===== src/rtl/unified_mem_arbiter_pkg.sv =====
`default_nettype none
// ============================================================================
// Module      : mem_arb_pkg
// Description : Shared types and width helpers for the unified memory arbiter.
// Revision    : 1.0 - initial release
// ============================================================================
package mem_arb_pkg;

    // Transaction FSM: one access walks IDLE -> ACCESS -> WAIT -> RESP -> IDLE
    typedef enum logic [1:0] {
        ST_IDLE   = 2'd0,
        ST_ACCESS = 2'd1,
        ST_WAIT   = 2'd2,
        ST_RESP   = 2'd3
    } state_t;

    // Owner of the in-flight transaction
    localparam logic OWN_IF = 1'b0;
    localparam logic OWN_D  = 1'b1;

    // Latency timer width: must hold MEM_LATENCY-1, never narrower than 1 bit
    function automatic int LAT_W(input int mem_latency);
        return (mem_latency <= 2) ? 1 : $clog2(mem_latency);
    endfunction

    // Starvation counter width: must hold 0..STARVE_LIMIT
    function automatic int STV_W(input int starve_limit);
        return $clog2(starve_limit + 1);
    endfunction

endpackage
`default_nettype wire


===== src/rtl/unified_mem_arbiter_if.sv =====
`default_nettype none
// ============================================================================
// Module      : unified_mem_arbiter_if
// Description : Fetch port, data port and RAM port of the unified arbiter.
//               slave = arbiter view, master = core + RAM view.
// Revision    : 1.0 - initial release
// ============================================================================
interface unified_mem_arbiter_if #(
    parameter int ADDR_W = 32,
    parameter int DATA_W = 32
);
    // Instruction-fetch port
    logic                  if_req;
    logic [ADDR_W-1:0]     if_addr;
    logic                  if_gnt;
    logic                  if_rvalid;
    logic [DATA_W-1:0]     if_rdata;
    // Load/store data port
    logic                  d_req;
    logic                  d_we;
    logic [DATA_W/8-1:0]   d_be;
    logic [ADDR_W-1:0]     d_addr;
    logic [DATA_W-1:0]     d_wdata;
    logic                  d_gnt;
    logic                  d_rvalid;
    logic [DATA_W-1:0]     d_rdata;
    // Single-port RAM
    logic                  mem_en;
    logic                  mem_we;
    logic [DATA_W/8-1:0]   mem_be;
    logic [ADDR_W-1:0]     mem_addr;
    logic [DATA_W-1:0]     mem_wdata;
    logic [DATA_W-1:0]     mem_rdata;
    // Status
    logic                  busy;

    modport slave (
        input  if_req, if_addr,
        output if_gnt, if_rvalid, if_rdata,
        input  d_req, d_we, d_be, d_addr, d_wdata,
        output d_gnt, d_rvalid, d_rdata,
        output mem_en, mem_we, mem_be, mem_addr, mem_wdata,
        input  mem_rdata,
        output busy
    );

    modport master (
        output if_req, if_addr,
        input  if_gnt, if_rvalid, if_rdata,
        output d_req, d_we, d_be, d_addr, d_wdata,
        input  d_gnt, d_rvalid, d_rdata,
        input  mem_en, mem_we, mem_be, mem_addr, mem_wdata,
        output mem_rdata,
        input  busy
    );
endinterface
`default_nettype wire


===== src/rtl/unified_mem_arbiter_lat_timer.sv =====
`default_nettype none
// ============================================================================
// Module      : mem_arb_lat_timer
// Description : Loadable down-counter timing the RAM read latency.
//               done_o is high whenever the count is zero.
// Revision    : 1.0 - initial release
// ============================================================================
module mem_arb_lat_timer #(
    parameter int LAT_W    = 1,
    parameter int LOAD_VAL = 1
) (
    input  wire logic clk,
    input  wire logic rst,
    input  wire logic load_i,
    input  wire logic en_i,
    output logic      done_o
);
    logic [LAT_W-1:0] r_cnt_q;
    logic [LAT_W-1:0] w_cnt_d;

    // Load takes precedence; otherwise count down to zero and hold there
    always_comb begin
        w_cnt_d = r_cnt_q;
        if (load_i) begin
            w_cnt_d = LAT_W'(LOAD_VAL);
        end else if (en_i && (r_cnt_q != '0)) begin
            w_cnt_d = r_cnt_q - LAT_W'(1);
        end
    end

    // Counter register
    always_ff @(posedge clk or posedge rst) begin
        if (rst) begin
            r_cnt_q <= '0;
        end else begin
            r_cnt_q <= w_cnt_d;
        end
    end

    assign done_o = (r_cnt_q == '0);

endmodule
`default_nettype wire


===== src/rtl/unified_mem_arbiter.sv =====
`default_nettype none
// ============================================================================
// Module      : unified_mem_arbiter
// Description : Shares one single-port synchronous RAM between the fetch port
//               and the load/store port. Data port has priority; a starvation
//               counter forces a fetch grant after STARVE_LIMIT data grants.
//               One transaction in flight at a time.
// Revision    : 1.0 - initial release
// ============================================================================
module unified_mem_arbiter
    import mem_arb_pkg::*;
#(
    parameter int ADDR_W       = 32,
    parameter int DATA_W       = 32,
    parameter int MEM_LATENCY  = 2,
    parameter int STARVE_LIMIT = 4
) (
    input  wire logic              clk,
    input  wire logic              rst,
    unified_mem_arbiter_if.slave   bus
);
    localparam int c_LAT_W = LAT_W(MEM_LATENCY);
    localparam int c_STV_W = STV_W(STARVE_LIMIT);
    localparam int c_BE_W  = DATA_W / 8;

    state_t                r_state_q, w_state_d;
    logic                  r_owner_q, w_owner_d;
    logic [ADDR_W-1:0]     r_addr_q,  w_addr_d;
    logic                  r_we_q,    w_we_d;
    logic [c_BE_W-1:0]     r_be_q,    w_be_d;
    logic [DATA_W-1:0]     r_wdata_q, w_wdata_d;
    logic [DATA_W-1:0]     r_rdata_q, w_rdata_d;
    logic [c_STV_W-1:0]    r_starve_q, w_starve_d;

    logic w_idle;
    logic w_starved;
    logic w_if_gnt;
    logic w_d_gnt;
    logic w_lat_done;

    assign w_idle    = (r_state_q == ST_IDLE);
    assign w_starved = (r_starve_q == c_STV_W'(STARVE_LIMIT));

    // Grants are combinational and only in IDLE; gated by rst so that every
    // output is zero while reset is held
    assign w_d_gnt  = !rst && w_idle && bus.d_req && !(bus.if_req && w_starved);
    assign w_if_gnt = !rst && w_idle && bus.if_req && (!bus.d_req || w_starved);

    mem_arb_lat_timer #(
        .LAT_W    (c_LAT_W),
        .LOAD_VAL (MEM_LATENCY - 1)
    ) u_lat_timer (
        .clk    (clk),
        .rst    (rst),
        .load_i (r_state_q == ST_ACCESS),
        .en_i   (r_state_q == ST_WAIT),
        .done_o (w_lat_done)
    );

    // Command latch, starvation counter and read-data capture next state
    always_comb begin
        w_owner_d  = r_owner_q;
        w_addr_d   = r_addr_q;
        w_we_d     = r_we_q;
        w_be_d     = r_be_q;
        w_wdata_d  = r_wdata_q;
        w_rdata_d  = r_rdata_q;
        w_starve_d = r_starve_q;
        if (w_d_gnt) begin
            w_owner_d = OWN_D;
            w_addr_d  = bus.d_addr;
            w_we_d    = bus.d_we;
            // Reads always fetch the whole word
            w_be_d    = bus.d_we ? bus.d_be : {c_BE_W{1'b1}};
            w_wdata_d = bus.d_wdata;
            if (!bus.if_req) begin
                w_starve_d = '0;
            end else if (!w_starved) begin
                w_starve_d = r_starve_q + c_STV_W'(1);
            end
        end else if (w_if_gnt) begin
            w_owner_d  = OWN_IF;
            w_addr_d   = bus.if_addr;
            w_we_d     = 1'b0;
            w_be_d     = {c_BE_W{1'b1}};
            w_wdata_d  = '0;
            w_starve_d = '0;
        end
        if ((r_state_q == ST_WAIT) && w_lat_done) begin
            w_rdata_d = bus.mem_rdata;
        end
    end

    // Next-state and output decode; everything defaults to zero
    always_comb begin
        w_state_d     = r_state_q;
        bus.if_gnt    = w_if_gnt;
        bus.d_gnt     = w_d_gnt;
        bus.if_rvalid = 1'b0;
        bus.if_rdata  = '0;
        bus.d_rvalid  = 1'b0;
        bus.d_rdata   = '0;
        bus.mem_en    = 1'b0;
        bus.mem_we    = 1'b0;
        bus.mem_be    = '0;
        bus.mem_addr  = '0;
        bus.mem_wdata = '0;
        bus.busy      = !w_idle;
        case (r_state_q)
            ST_IDLE: begin
                if (w_if_gnt || w_d_gnt) begin
                    w_state_d = ST_ACCESS;
                end
            end
            ST_ACCESS: begin
                bus.mem_en    = 1'b1;
                bus.mem_we    = r_we_q;
                bus.mem_be    = r_be_q;
                bus.mem_addr  = r_addr_q;
                bus.mem_wdata = r_wdata_q;
                w_state_d     = ST_WAIT;
            end
            ST_WAIT: begin
                if (w_lat_done) begin
                    w_state_d = ST_RESP;
                end
            end
            ST_RESP: begin
                if (r_owner_q == OWN_IF) begin
                    bus.if_rvalid = 1'b1;
                    bus.if_rdata  = r_rdata_q;
                end else begin
                    bus.d_rvalid  = 1'b1;
                    // Write acknowledges carry no data
                    bus.d_rdata   = r_we_q ? '0 : r_rdata_q;
                end
                w_state_d = ST_IDLE;
            end
            default: w_state_d = ST_IDLE;
        endcase
    end

    // State register; reset abandons any in-flight access
    always_ff @(posedge clk or posedge rst) begin
        if (rst) begin
            r_state_q <= ST_IDLE;
        end else begin
            r_state_q <= w_state_d;
        end
    end

    // Command, capture and starvation registers
    always_ff @(posedge clk or posedge rst) begin
        if (rst) begin
            r_owner_q  <= OWN_IF;
            r_addr_q   <= '0;
            r_we_q     <= 1'b0;
            r_be_q     <= '0;
            r_wdata_q  <= '0;
            r_rdata_q  <= '0;
            r_starve_q <= '0;
        end else begin
            r_owner_q  <= w_owner_d;
            r_addr_q   <= w_addr_d;
            r_we_q     <= w_we_d;
            r_be_q     <= w_be_d;
            r_wdata_q  <= w_wdata_d;
            r_rdata_q  <= w_rdata_d;
            r_starve_q <= w_starve_d;
        end
    end

endmodule
`default_nettype wire


===== src/flat_wrapper.sv =====
// flat-port wrapper written by rule: the top's interface ports become plain ports
module unified_mem_arbiter_flat import mem_arb_pkg::*;
#(
    parameter int ADDR_W       = 32,
    parameter int DATA_W       = 32,
    parameter int MEM_LATENCY  = 2,
    parameter int STARVE_LIMIT = 4
)
  (clk, rst, bus_if_req, bus_if_addr, bus_if_gnt, bus_if_rvalid, bus_if_rdata, bus_d_req, bus_d_we, bus_d_be, bus_d_addr, bus_d_wdata, bus_d_gnt, bus_d_rvalid, bus_d_rdata, bus_mem_en, bus_mem_we, bus_mem_be, bus_mem_addr, bus_mem_wdata, bus_mem_rdata, bus_busy);
  unified_mem_arbiter_if #(.ADDR_W(ADDR_W), .DATA_W(DATA_W)) bus_i ();
  input  wire logic clk;
  input  wire logic rst;
  input wire logic [$bits(bus_i.if_req)-1:0] bus_if_req;
  input wire logic [$bits(bus_i.if_addr)-1:0] bus_if_addr;
  output wire logic [$bits(bus_i.if_gnt)-1:0] bus_if_gnt;
  output wire logic [$bits(bus_i.if_rvalid)-1:0] bus_if_rvalid;
  output wire logic [$bits(bus_i.if_rdata)-1:0] bus_if_rdata;
  input wire logic [$bits(bus_i.d_req)-1:0] bus_d_req;
  input wire logic [$bits(bus_i.d_we)-1:0] bus_d_we;
  input wire logic [$bits(bus_i.d_be)-1:0] bus_d_be;
  input wire logic [$bits(bus_i.d_addr)-1:0] bus_d_addr;
  input wire logic [$bits(bus_i.d_wdata)-1:0] bus_d_wdata;
  output wire logic [$bits(bus_i.d_gnt)-1:0] bus_d_gnt;
  output wire logic [$bits(bus_i.d_rvalid)-1:0] bus_d_rvalid;
  output wire logic [$bits(bus_i.d_rdata)-1:0] bus_d_rdata;
  output wire logic [$bits(bus_i.mem_en)-1:0] bus_mem_en;
  output wire logic [$bits(bus_i.mem_we)-1:0] bus_mem_we;
  output wire logic [$bits(bus_i.mem_be)-1:0] bus_mem_be;
  output wire logic [$bits(bus_i.mem_addr)-1:0] bus_mem_addr;
  output wire logic [$bits(bus_i.mem_wdata)-1:0] bus_mem_wdata;
  input wire logic [$bits(bus_i.mem_rdata)-1:0] bus_mem_rdata;
  output wire logic [$bits(bus_i.busy)-1:0] bus_busy;
  assign bus_i.if_req = bus_if_req;
  assign bus_i.if_addr = bus_if_addr;
  assign bus_if_gnt = bus_i.if_gnt;
  assign bus_if_rvalid = bus_i.if_rvalid;
  assign bus_if_rdata = bus_i.if_rdata;
  assign bus_i.d_req = bus_d_req;
  assign bus_i.d_we = bus_d_we;
  assign bus_i.d_be = bus_d_be;
  assign bus_i.d_addr = bus_d_addr;
  assign bus_i.d_wdata = bus_d_wdata;
  assign bus_d_gnt = bus_i.d_gnt;
  assign bus_d_rvalid = bus_i.d_rvalid;
  assign bus_d_rdata = bus_i.d_rdata;
  assign bus_mem_en = bus_i.mem_en;
  assign bus_mem_we = bus_i.mem_we;
  assign bus_mem_be = bus_i.mem_be;
  assign bus_mem_addr = bus_i.mem_addr;
  assign bus_mem_wdata = bus_i.mem_wdata;
  assign bus_i.mem_rdata = bus_mem_rdata;
  assign bus_busy = bus_i.busy;
  unified_mem_arbiter #(.ADDR_W(ADDR_W), .DATA_W(DATA_W), .MEM_LATENCY(MEM_LATENCY), .STARVE_LIMIT(STARVE_LIMIT)) u_core (.clk(clk), .rst(rst), .bus(bus_i));
endmodule

===== config.mk =====
export PLATFORM = sky130hd
export DESIGN_NAME = unified_mem_arbiter_flat
export DESIGN_NICKNAME = d
export VERILOG_FILES = /design/src/rtl/unified_mem_arbiter_pkg.sv /design/src/rtl/unified_mem_arbiter_if.sv /design/src/rtl/unified_mem_arbiter_lat_timer.sv /design/src/rtl/unified_mem_arbiter.sv /design/src/flat_wrapper.sv
export SDC_FILE = /design/constraint.sdc
export NUM_CORES = 1
export LEC_CHECK = 0
export BUFFER_PORTS_ARGS = -buffer_cell sky130_fd_sc_hd__buf_2
export CAP_MARGIN = 10
export CORE_ASPECT_RATIO = 0.6
export CORE_MARGIN = 4
export CORE_UTILIZATION = 49
export CTS_BUF_LIST = sky130_fd_sc_hd__clkbuf_4 sky130_fd_sc_hd__clkbuf_8 sky130_fd_sc_hd__clkbuf_16
export CTS_CLUSTER_DIAMETER = 100
export CTS_CLUSTER_SIZE = 40
export DETAILED_ROUTE_END_ITERATION = 10
export PLACE_DENSITY = 0.86
export SLEW_MARGIN = 25
export SYNTH_ARGS = -nofsm -noshare
export SYNTH_HDL_FRONTEND = slang
export SYNTH_HIERARCHICAL = 1
export SYNTH_SLANG_ARGS = --single-unit

===== constraint.sdc =====
create_clock -name clk -period 6.5 [get_ports clk]
set_input_delay 0.975 -clock clk [delete_from_list [all_inputs] [get_ports clk]]
set_output_delay 0.975 -clock clk [all_outputs]
set_load 0.05 [all_outputs]

Yosys cells after proc, flatten, opt, wreduce, memory -nomap -nowiden

Cells that the tools add are included.

Register bits: 108
Input bits: 137
Output and inout bits: 139
Word-level logic and storage cells: 71

$add $sub $neg: 2
Eq/ne operators: 7
Muxes and demuxes: 33
Bitwise logic cells: 1
Reductions and logical operators: 19

Operators with widths:

| operator                                       | count |
|---|---|
| two-way mux 32 bit                             | 11 |
| two-way mux 4 bit                              | 4 |
| two-way mux 3 bit                              | 4 |
| two-way mux 1 bit                              | 11 |
| logical AND 1 bit                              | 8 |
| case mux 2 bit (4 select lines)                | 1 |
| == test 2 bit (second input constant)          | 2 |
| zero test 1 bit                                | 4 |
| two-way mux 2 bit                              | 2 |
| != test 2 bit (second input constant)          | 2 |
| AND reduction 2 bit                            | 2 |
| nonzero test 2 bit                             | 2 |
| adder 3 x 1 -> 3 bit (second input constant)   | 1 |
| == test 3 bit (second input constant)          | 1 |
| != test 3 bit (second input constant)          | 1 |
| == test 2 x 1 -> 1 bit (second input constant) | 1 |
| zero test 2 bit                                | 1 |
| logical OR 1 bit                               | 2 |
| NOT 1 bit                                      | 1 |
| subtractor 1 bit (second input constant)       | 1 |

Longest topological paths before layout

Depth in word-level cells: 7
Gate-level depth with buffers: 9
Mapped depth without buffers: 7

Modules after synthesis

The synthesis kept the hierarchy.

Modules (own cells, without submodules):

| module              | instances | cells each | area each (sq um) | seq. area each (sq um) |
|---|---|---|---|---|
| unified_mem_arbiter | 1         | 517        | 5217.5            | 2677.6 |
| mem_arb_lat_timer   | 1         | 4          | 43.8              | 25.0 |

Least setup slack after synthesis

No wires, ideal clock.

Kind: input to output
From: in rst
To: out bus_if_gnt
Data arrival time: 2.061 ns
Data required time: 5.525 ns
Slack: 3.464 ns
Stages: 3
Path through: and2b_4 > nand2_1 > a21oi_1

Word-level cells in the longest chain between the ends: 4

Ends and longest elaborated chain:

| item                            | line                      | text |
|---|---|---|
| start: declaration              | flat_wrapper.sv:12        | `input wire logic rst;` |
| zero test 1 bit                 | unified_mem_arbiter.sv:47 | `assign w_if_gnt = !rst && w_idle && bus.if_req && (!bus.d_req \|\| w_starved);` |
| logical AND 1 bit (3 in series) | unified_mem_arbiter.sv:47 |  |
| end: declaration                | flat_wrapper.sv:15        | `output wire logic [$bits(bus_i.if_gnt)-1:0] bus_if_gnt;` |

No other way between the ends.

Final worst setup path

From: in rst
To: out bus_d_gnt

Word-level cells in the longest chain between the ends: 4

Ends and longest elaborated chain:

| item                            | line                      | text |
|---|---|---|
| zero test 1 bit                 | unified_mem_arbiter.sv:46 | `assign w_d_gnt = !rst && w_idle && bus.d_req && !(bus.if_req && w_starved);` |
| logical AND 1 bit (3 in series) | unified_mem_arbiter.sv:46 |  |
| end: declaration                | flat_wrapper.sv:23        | `output wire logic [$bits(bus_i.d_gnt)-1:0] bus_d_gnt;` |

No other way between the ends.

==> metrics.md <==
| Metric | Value |
|---|---|
| # rows | `28` |
| RSZ-0062 raised after global routing | `false` |
| Outcome | `finished clean` |
| DR vias | `4,716` |
| Pleak | `approximately 3.9 nW` |
| Vias/cell | `5.143` |
| Most common cell after layout, fill and taps aside | `buf_2` |
| Hold buffers post-CTS | `0` |
| F_max | `approximately 310 MHz` |
| CP Capture Type | `output pin` |
| RR Endpoint | `u_core/r_be_q[1]` |
| Die width | `between 100 and 150 µm` |
| Seq/Total Area, Yosys | `0.5137` |
| Wire length per cell | `approximately 16 µm` |
| Worst EP required | `5.52 ns` |
| Buffers on Ports | `around 280` |
| Mapped Area | `~0.0053 mm²` |
| Final HPWL DP | `11,080 µm` |
| IO Pins | `approximately 280` |
| Critical Path Source Type | `input pin` |
| Area Overhead vs Synth | `32.60%` |
| PostCTS Resize Cnt | `0` |
| Minimum clock period | `roughly 3.2 ns` |
| Antenna-violating nets left | `0` |
| Vias in the first global route | `approximately 4,600` |
| # DRC | `0` |
| Hold Slack | `roughly 0.49 ns` |
| Layout cells sized above 1 | `0.3939` |
| Synthesized Nets | `~660` |
| Antenna fix cells | `0` |
| Worst-path clk slew | `roughly 0.070 ns` |
| YS warnings | `6` |
| Crit Path Class | `input pin to output pin` |
| Worst min path class | `flop to flop` |
| Origin of the worst setup path | `rst` |
| Final nets | `920` |
| Largest net degree at the start of global routing | `72` |
| Worst reg2reg path depth | `8` |
| Die ar. | `roughly 0.013 mm²` |
| Final TNS setup | `0 ns` |
| Synth area leaders | `dfrtp_1 (51%), and2_1 (16%), mux2_1 (6.6%)` |
| Grt ovf | `0` |
| First-pass GRT wire length | `~23,000 µm` |
| Initial antenna violation count | `0` |
| Final Skew | `~0.0093 ns` |
| CTS tree | `done` |
| RD Place Congestion | `0.8401` |
| Critical Path Sink | `bus_d_gnt` |
| Post-Syn Instances | `roughly 520` |
| Setup bufs post-CTS | `0` |
| Worst-path fanout max | `34` |
| Starting DRC count in detailed routing | `between 200 and 250` |
| Initial Util | `0.5179` |
| CTS max path bufs | `2` |
| DRT Wirelength | `~15,000 µm` |
| Mean area per synthesized cell | `10.10 µm²` |
| Flop2flop setup slack | `~3.7 ns` |
| Most frequent cells in the layout | `buf_2 (275), and2_1 (134), dfrtp_1 (108)` |
| Final setup viols | `0` |
| Die Y | `just under 90 µm` |
| Number of max-cap violations | `0` |
| Worst-Skew Late Latency | `around 0.33 ns` |
| VDD IR max | `0.0003022 V` |
| Synth top area share | `0.5137` |
| Critical R2R Launch | `u_core/r_state_q[0]` |
| Tcrit/Tclk final | `0.4926` |
| 1st-pass router iterations | `5` |
| All-Layer GR Usage | `0.2319` |
| Final Hold Fails | `0` |
| CP arrival | `around 2.2 ns` |
| Core ar. | `between 0.01 and 0.015 mm²` |
| Root buf cell | `clkbuf_16` |
| Least-Margin Pin Slew | `around 0.8 ns` |
| Power per standard cell area | `514.0 mW/mm²` |
| Register bit count reported by yosys | `roughly 110` |
| Clock sink count | `108` |
| Total CTS buffers | `9` |
| Relative slew slack | `0.4506` |
| Library cell with the largest summed area after synthesis | `dfrtp_1` |
| Slew Limit Fails | `0` |
| Synth cell types | `27` |
| H-tree Lvls | `3` |
synth_stat cells:
| cell | instances |
|---|---|
| clkbuf_1 | 16 |
| dfrtp_1 | 108 |
| nor2_1 | 33 |
| buf_2 | 13 |
| inv_1 | 7 |
| o21ai_1 | 2 |
| o21ai_2 | 1 |
| o21bai_2 | 1 |
| and3_1 | 1 |
| mux2_2 | 2 |
| o22a_1 | 5 |
| nand3_1 | 2 |
| ha_1 | 6 |
| buf_4 | 1 |
| and2_1 | 134 |
| buf_1 | 3 |
| buf_6 | 4 |
| nand3_4 | 1 |
| a22o_1 | 32 |
| a31oi_1 | 1 |
| and2b_4 | 1 |
| mux2_1 | 31 |
| nor2b_1 | 3 |
| o21a_1 | 1 |
| a21oi_1 | 67 |
| inv_2 | 2 |
| nand2_1 | 43 |
cell type report:
type                       count  area [µm²]
fill                         793        3183
sequential                   108        2703
multi-input combinational    367        2356
timing repair buffer         282        1429
clock buffer                  11       246.5
tap                          135       168.9
clock inverter                 5       37.54
inverter                       9       36.28
per-layer routing:
layer  track usage  wire [µm]  vias to the layer above
met3       0.05778       1197                       10
met2        0.3990       7496                      211
met5             0          0                        -
li1              -          -                     2237
met4       0.04268         94                        0
met1        0.3064       6223                     2258
state kept, by name (all words and copies together) (netlist names):
| register | count |
|---|---|
| u_core/r_be_q | 4 |
| u_core/r_state_q | 2 |
| u_core/r_we_q | 1 |
| u_core/u_lat_timer/r_cnt_q | 1 |
| u_core/r_owner_q | 1 |
| u_core/r_starve_q | 3 |
| u_core/r_addr_q | 32 |
| u_core/r_wdata_q | 32 |
| u_core/r_rdata_q | 32 |
stage by stage:
stage,setup slack (ns),total power [mW],util,std cells,instance area (µm²)
6_report,3.298,3.586,0.6867,917,6977
5_1_grt,3.178,3.804,0.6867,917,6977
4_1_cts,3.242,3.607,0.6857,917,6967
3_5_place_dp,3.256,3.080,0.6578,901,6683
3_3_place_gp,3.278,3.002,0.6578,901,6683
2_1_floorplan,2.708,2.619,-,521,5261
critical path, stage by stage:
cell	delay (ns)
buf_2	0.13
and2b_4	0.30
nand3_4	0.34
inv_2	0.19
buf_2	0.28
how the worst min path moves through the flow:
stage | start | slack [ns] | endpoint | cells after the start
4_1_cts | rst | 0.50 | u_core/u_lat_timer/r_cnt_q | 2
3_5_place_dp | u_core/r_wdata_q[19] | 0.48 | u_core/r_wdata_q[19] | 1
2_1_floorplan | u_core/r_wdata_q[10] | 0.46 | u_core/r_wdata_q[10] | 1
5_1_grt | rst | 0.50 | u_core/u_lat_timer/r_cnt_q | 2
3_3_place_gp | u_core/r_wdata_q[20] | 0.48 | u_core/r_wdata_q[20] | 1
6_report | u_core/r_wdata_q[19] | 0.49 | u_core/r_wdata_q[19] | 1
kinds of logic (layout without fill, tap and decap cells):
logic type / count (synthesis) / after routing / synth area share
compound gates: 110 / 110 / 0.1337
fa+ha+maj: 6 / 6 / 0.01427
buf+inv: 46 / 307 / 0.04233
mux: 33 / 33 / 0.07063
flops: 108 / 108 / 0.5137
simple gates: 218 / 218 / 0.2254
power by group:
part / switching, mW / total [mW] / internal, mW
logic: 1.32 / 1.90 / 0.573
registers: 0.185 / 1.18 / 0.991
clock network: 0.237 / 0.512 / 0.276
(Power assumes the default switching activity.)
